==> src/rtl/ser5_pkg.sv <==
// Shared state encoding and sizing constants for the 5-bit serial receiver.
package ser5_pkg;

  localparam int SER5_WIDTH = 5;
  localparam int SER5_CNT_W = $clog2(SER5_WIDTH + 1);

  typedef enum logic [2:0] {
    IDLE = 3'd0,
    DATA = 3'd1,
    PAR  = 3'd2,
    STOP = 3'd3,
    HOLD = 3'd4
  } ser5_state_e;

endpackage

==> src/rtl/ser5_shift.sv <==
// Data shift register and bit counter for ser5_rx.
// Bits enter at the MSB and shift right, so the first bit received ends up at bit 0.
module ser5_shift
  import ser5_pkg::*;
#(
  parameter int WIDTH = SER5_WIDTH
) (
  input  logic             Clk,
  input  logic             Resetn,
  input  logic             Clr,
  input  logic             ShiftEn,
  input  logic             SerIn,
  output logic [WIDTH-1:0] Data,
  output logic             Done
);

  localparam int CntW = $clog2(WIDTH + 1);

  logic [WIDTH-1:0] shift_q;
  logic [WIDTH-1:0] shift_d;
  logic [CntW-1:0]  count_q;
  logic [CntW-1:0]  count_d;

  always_comb begin
    shift_d = shift_q;
    count_d = count_q;
    if (Clr) begin
      count_d = '0;
    end else if (ShiftEn) begin
      shift_d = {SerIn, shift_q[WIDTH-1:1]};
      count_d = count_q + CntW'(1);
    end
  end

  always_ff @(posedge Clk or negedge Resetn) begin
    if (!Resetn) begin
      shift_q <= '0;
      count_q <= '0;
    end else begin
      shift_q <= shift_d;
      count_q <= count_d;
    end
  end

  // Done flags the shift that is taking in the last data bit of the frame.
  assign Done = ShiftEn && (count_q == CntW'(WIDTH - 1));
  assign Data = shift_q;

endmodule

==> src/rtl/ser5_rx.sv <==
// Serial-to-parallel receiver: start bit, WIDTH data bits LSB-first, optional even parity, stop bit.
// Define SER5_RX_PARITY_EN to build the variant whose frames carry a parity bit.
module ser5_rx
  import ser5_pkg::*;
#(
  parameter int WIDTH = SER5_WIDTH
) (
  input  logic             Clk,
  input  logic             Resetn,
  input  logic             BitEn,
  input  logic             SerIn,
  input  logic             Ack,
  output logic [WIDTH-1:0] Dout,
  output logic             Valid,
  output logic             Busy,
  output logic             FrameErr,
  output logic             ParErr,
  output logic             Overrun
);

`ifdef SER5_RX_PARITY_EN
  localparam ser5_state_e AfterData = PAR;
`else
  localparam ser5_state_e AfterData = STOP;
`endif

  ser5_state_e      state_q;
  logic [WIDTH-1:0] dout_q;
  logic             valid_q;
  logic             frameErr_q;
  logic             overrun_q;
`ifdef SER5_RX_PARITY_EN
  logic             parErr_q;
`endif

  logic [WIDTH-1:0] shiftData;
  logic             shiftDone;
  logic             shiftEn;
  logic             shiftClr;

  assign shiftEn  = BitEn && (state_q == DATA);
  assign shiftClr = BitEn && (state_q == IDLE) && !SerIn;

  ser5_shift #(
    .WIDTH(WIDTH)
  ) uShift (
    .Clk    (Clk),
    .Resetn (Resetn),
    .Clr    (shiftClr),
    .ShiftEn(shiftEn),
    .SerIn  (SerIn),
    .Data   (shiftData),
    .Done   (shiftDone)
  );

  // In HOLD an Ack takes priority over a start bit, so that tick is neither a start nor an overrun.
  always_ff @(posedge Clk or negedge Resetn) begin
    if (!Resetn) begin
      state_q    <= IDLE;
      dout_q     <= '0;
      valid_q    <= 1'b0;
      frameErr_q <= 1'b0;
      overrun_q  <= 1'b0;
`ifdef SER5_RX_PARITY_EN
      parErr_q   <= 1'b0;
`endif
    end else begin
      frameErr_q <= 1'b0;
`ifdef SER5_RX_PARITY_EN
      parErr_q   <= 1'b0;
`endif
      case (state_q)
        IDLE: begin
          if (BitEn && !SerIn) begin
            state_q <= DATA;
          end
        end
        DATA: begin
          if (shiftDone) begin
            state_q <= AfterData;
          end
        end
`ifdef SER5_RX_PARITY_EN
        PAR: begin
          if (BitEn) begin
            if (SerIn != ^shiftData) begin
              parErr_q <= 1'b1;
              state_q  <= IDLE;
            end else begin
              state_q  <= STOP;
            end
          end
        end
`endif
        STOP: begin
          if (BitEn) begin
            if (SerIn) begin
              dout_q  <= shiftData;
              valid_q <= 1'b1;
              state_q <= HOLD;
            end else begin
              frameErr_q <= 1'b1;
              state_q    <= IDLE;
            end
          end
        end
        HOLD: begin
          if (Ack) begin
            valid_q   <= 1'b0;
            overrun_q <= 1'b0;
            state_q   <= IDLE;
          end else if (BitEn && !SerIn) begin
            overrun_q <= 1'b1;
          end
        end
        default: begin
          state_q <= IDLE;
        end
      endcase
    end
  end

  assign Busy     = (state_q == DATA) || (state_q == PAR) || (state_q == STOP);
  assign Dout     = dout_q;
  assign Valid    = valid_q;
  assign FrameErr = frameErr_q;
  assign Overrun  = overrun_q;
`ifdef SER5_RX_PARITY_EN
  assign ParErr   = parErr_q;
`else
  assign ParErr   = 1'b0;
`endif

endmodule

==> config.mk <==
export PLATFORM = sky130hd
export DESIGN_NAME = ser5_rx
export DESIGN_NICKNAME = d
export VERILOG_FILES = /design/src/rtl/ser5_pkg.sv /design/src/rtl/ser5_shift.sv /design/src/rtl/ser5_rx.sv
export SDC_FILE = /design/constraint.sdc
export NUM_CORES = 1
export LEC_CHECK = 0
export CAP_MARGIN = 20
export CELL_PAD_IN_SITES_DETAIL_PLACEMENT = 1
export CELL_PAD_IN_SITES_GLOBAL_PLACEMENT = 1
export CORE_UTILIZATION = 40
export CTS_BUF_LIST = sky130_fd_sc_hd__clkbuf_4 sky130_fd_sc_hd__clkbuf_8
export DETAILED_ROUTE_END_ITERATION = 8
export GPL_TIMING_DRIVEN = 0
export HOLD_SLACK_MARGIN = 0.12
export PLACE_DENSITY_LB_ADDON = 0.3
export SLEW_MARGIN = 10
export SYNTH_ARGS = -nofsm -noshare
export SYNTH_HDL_FRONTEND = slang
export SYNTH_SLANG_ARGS = --single-unit
export TNS_END_PERCENT = 10
==> constraint.sdc <==
create_clock -name Clk -period 1.5 [get_ports Clk]
set_input_delay 0.15 -clock Clk [delete_from_list [all_inputs] [get_ports Clk]]
set_output_delay 0.15 -clock Clk [all_outputs]
set_load 0.01 [all_outputs]
=== Word level (Yosys, flattened, before mapping) ===
Index checks and enable logic that the tools add are counted.

* Register bits after elaboration: 19
* Input port bits: 5
* Output and inout port bits: 10

* $add $sub $neg: 1
* Eq/ne operators: 10
* Multiplexer cells: 17
* Bitwise gates (word level): 1
* Reductions and logical operators: 17

{| class="wikitable"
|+ Operator list
! cell !! count
|-
| $mux 3 || 7
|-
| $pmux 3 s4 || 1
|-
| $mux 1 || 8
|-
| $ne 2x2->1 const B || 4
|-
| $reduce_and 4->1 || 2
|-
| $eq 3x2->1 const B || 2
|-
| $eq 3x3->1 const B || 2
|-
| $reduce_bool 2->1 || 3
|-
| $logic_and 1x1->1 || 5
|-
| $reduce_and 2->1 || 2
|-
| $add 3x1->3 const B || 1
|-
| $eq 3x1->1 const B || 1
|-
| $logic_not 3->1 || 1
|-
| $reduce_and 3->1 || 1
|-
| $logic_or 1x1->1 || 2
|-
| $ne 2x1->1 const B || 1
|-
| $pmux 1 s2 || 1
|-
| $logic_not 1->1 || 1
|-
| $not 1->1 || 1
|}

=== Longest topological paths before layout ===
* Depth after elaboration: 5
* Depth in mapped cells: 5

=== Hierarchy ===
Synthesis repeated with hierarchy kept, for this count alone.

* Cells, all modules: 65
* Area total of the unflattened synthesis: 882.1 sq um

{| class="wikitable"
|+ By module, submodules not included
! module !! times used !! cells each !! area each (sq um) !! sequential area each (sq um)
|-
| ser5_rx || 1 || 39 || 508.0 || 275.3
|-
| ser5_shift || 1 || 26 || 374.1 || 200.2
|}

=== Worst setup path before layout ===
No wires, ideal clock.

* Path type: register to register
* Start: reg state_q[1]
* End: reg uShift.shift_q[4] (netlist: uShift.Data[4])
* Library setup time: 0.125 ns
* Arrival time: 1.261 ns
* Required time: 1.375 ns
* Setup slack: 0.114 ns
* Cell stages (with the launch flop): 6
* Buffers on the path: 2
* Period minus slack after synthesis: 1.386 ns
* Cell sequence: dfrtp_1 -> buf_2 -> nor3b_2 -> and2_1 -> buf_6 -> mux2_2

* Cells in the longest elaborated chain, start to end: 5

{| class="wikitable"
|+ RTL lines
! item !! line !! RTL
|-
| start, declared || ser5_rx.sv:27 || <nowiki>ser5_state_e state_q;</nowiki>
|-
| start signal, assigned || ser5_rx.sv:80 || <nowiki>state_q <= AfterData;</nowiki>
|-
| $logic_not 3->1 || ser5_rx.sv:42 || <nowiki>assign shiftClr = BitEn && (state_q == IDLE) && !SerIn;</nowiki>
|-
| $logic_and 1x1->1 (2 in a row) || ser5_rx.sv:42 ||
|-
| $not 1->1 (no source line) || - ||
|-
| $reduce_and 2->1 (no source line) * || - ||
|-
| end signal, assigned || ser5_shift.sv:40 || <nowiki>shift_q <= shift_d;</nowiki>
|-
| end, declared || ser5_shift.sv:19 || <nowiki>logic [WIDTH-1:0] shift_q;</nowiki>
|}

Every way passes the cells marked *; elsewhere a longest branch is shown, timed or not.
A chain may end at the register's enable or synchronous reset.

=== Worst setup path after layout ===
* Start: in BitEn
* End: reg uShift.shift_q[4] (netlist: uShift.Data[4])

* Cells in the longest elaborated chain, start to end: 4

{| class="wikitable"
|+ RTL lines
! item !! line !! RTL
|-
| start, declared || ser5_rx.sv:10 || <nowiki>input logic BitEn,</nowiki>
|-
| $logic_and 1x1->1 (2 in a row) || ser5_rx.sv:42 ||
|-
| $not 1->1 (no source line) || - ||
|-
| $reduce_and 2->1 (no source line) * || - ||
|}

Marks and branches as above.

==> results.toml <==
[timing]
tightest_slew_ns = 0.863
max_slew_margin_pct = 42.3
fmax_ghz = 0.689
fin_tns_setup_ns = 0
setup_viol = 0
skew_ns = 0.0106
period_minus_slack_ns = 1.45
rsz0062_at_grt = "true"
post-route-period-util_pct = 96.8
maxSlewViolCount = 0
hold_slack_ns = 0.322
hold_viol = 0

[setup_path]
regToRegSetupSlack_ns = 0.06
cp.arrival_ns = 1.65
cp-start-kind = "input pin"
cp_max_fo = 7
rr_worst_depth = 5
worstPathRequired_ns = 1.69
crit_slowest_cell = "clkdlybuf4s50_1"
crit_type = "input pin to flip-flop"
path_cells = "clkdlybuf4s50_1, nor3b_4, and2_4, buf_6, mux2_2"
end_kind = "flip-flop"
max_stage_delay_ns = 0.61

[route]
drt_iter0_drc = 3
via_per_inst = 5.08
drc_errors = 1
finalWirelength_microns = 1590
vias = 559
ant_nets = 0
wl_per_cell_microns = 14.4
drt_first_pass_iters = 6

[cells_and_area]
fin_cells = 110
layout.nets = 91
fin_area_sq_mm = 0.00104
utilization_pct = 53.3
drive_gt1_share_pct = 26.5
syn_to_final_growth_pct = 25.2
antenna_cells = 0
fill_cells = 224

[global_routing]
antenna_found_initial = 0
grtUsageTotal_pct = 15.6
grt_pass1_vias = 534
grt_max_degree = 20
grt_overflow = 0
grt_pass1_wl_microns = 2380

[clock_network]
cts_buffers = 3
clkLatencyLatePin_ns = 0.31
clockBufferDepth = 2
tritoncts = "done"
cts_sinks = 19
cts.clk_slew.worst_paths_ns = 0.12
holdBufCountCts = 0
cts-root-buf = "clkbuf_4"
htreeDepth = 1

[logic_synthesis]
yosysTopAreaCell = "dfrtp_1"
synth_edf_count = 0
synthTopCellsByArea = "dfrtp_1, mux2_2, ha_1"
synth.ff_latch_count = 19
syn-cell-area_sq_um = 835
synth_top_area_share_pct = 57.0
syn_avg_cell_area_sq_um = 12.6
synth_async_sr_flop_share_pct = 100
yosysSeqAreaShare_pct = 57.0
syn_nets = 73
netlist_top_cells_count = "dfrtp_1, mux2_2, nor2_1"
ys_warn_count = 0
synth_most_common_cell = "dfrtp_1"
syn_inst = 66
ys_types = 25
synth_ff_type = "dfrtp_1"

[power]
p_leak_nw = 0.475
power.density_mw_per_mm2 = 1860
ir_drop_mv = 0.938

[place]
place_inst = 106
dpl_cell_area_sq_um = 998
routabilityCongestion = 0.693
dp_hpwl_microns = 1080
io_buffers = 13

[floorplanning]
die_area_sq_mm = 0.00227
chipWidth_microns = 47.7
start_util_pct = 42.5
coreArea_sq_mm = 0.00196
dieHeight_microns = 47.7
rows = 16
ios = 15

[run]
cap_violations = 0

[run_status]
violations = "design-rule violations"
run_status = "finished, violations left"

[min_path]
hp-class = "input pin to asynchronous set/reset pin"
[per-layer routing]
layer	share of wire, %	track usage, %	vias to the layer above
met5	0	0	-
li1	-	-	257
met1	44	20.2	289
met4	0	5.00	0
met2	51	25.2	13
met3	4.6	4.53	0
[sequential cells by signal, summed over array words and instances, names as in the netlist]
| name | count |
|---|---|
| Overrun | 1 |
| uShift.Data | 5 |
| state_q | 3 |
| FrameErr | 1 |
| Valid | 1 |
| Dout | 5 |
| uShift.count_q | 3 |
[path summary, 6_finish.rpt]
path,from,end
max,BitEn,uShift.Data[4]$_DFFE_PN0P_
min,Resetn,Dout[1]$_DFFE_PN0P_
max reg2reg,state_q[1]$_DFFE_PN0P_,uShift.Data[4]$_DFFE_PN0P_
min reg2reg,Dout[1]$_DFFE_PN0P_,Dout[1]$_DFFE_PN0P_
max in group asynchronous,Resetn,state_q[2]$_DFFE_PN0P_
min in group Clk,Ack,Overrun$_DFFE_PN0P_
[kinds of logic after synthesis]
kind of cell,Yosys count,synth area share [%]
buffers and inverters,7,4.65
other,1,0.449
DFF,19,57.0
AOI/OAI and AO/OA,8,6.30
muxes,12,16.0
adders and majority gates,2,3.00
and+or+nand+nor,17,12.6
[area by class of cell]
type	instances	area (sq um)	area share, %
Sequential cell	19	477	45.6
Multi-Input combinational cell	40	333	31.9
Timing Repair Buffer	13	129	12.3
Tap cell	27	33.8	3.23
Buffer	3	30.0	2.87
Clock buffer	3	22.5	2.16
Inverter	4	15.0	1.44
Clock inverter	1	5.00	0.479
[critical path, delay by kind of cell]
family,cells,cell delay [ns]
buffers and inverters,2,0.73
AND/OR/NAND/NOR,2,0.43
multiplexers,1,0.33
[through the flow]
stage / total power [W] / setup slack [ns]
final: 0.00194 / 0.0481
after global routing: 0.00209 / -0.0285
after CTS: 0.00192 / 0.00555
after detailed placement: 0.00165 / -0.248
after global placement: 0.00161 / -0.231
after floorplan: 0.00133 / 0.114
[power by group]
part | switching (W) | internal [W] | leakage, nW
Combinational | 0.000311 | 0.000485 | 0.226
Sequential | 0.000150 | 0.000727 | 0.231
Clock | 0.000171 | 0.0000994 | 0.0177
[cell usage in the layout (no fill, tap or decap), types with 3 or more instances in the layout]
master,count
clkdlybuf4s50_1,12
clkbuf_4,3
inv_1,4
mux2_2,10
nor2_1,5
dfrtp_1,18
[what timing repair did]
action	in CTS	in global routing
resized for setup	2	5
buffers inserted	0	0
pin swaps	0	1
endpoints found under the setup margin	2	6
gates cloned	0	0
Note: power is estimated with default switching activity, not from simulation.
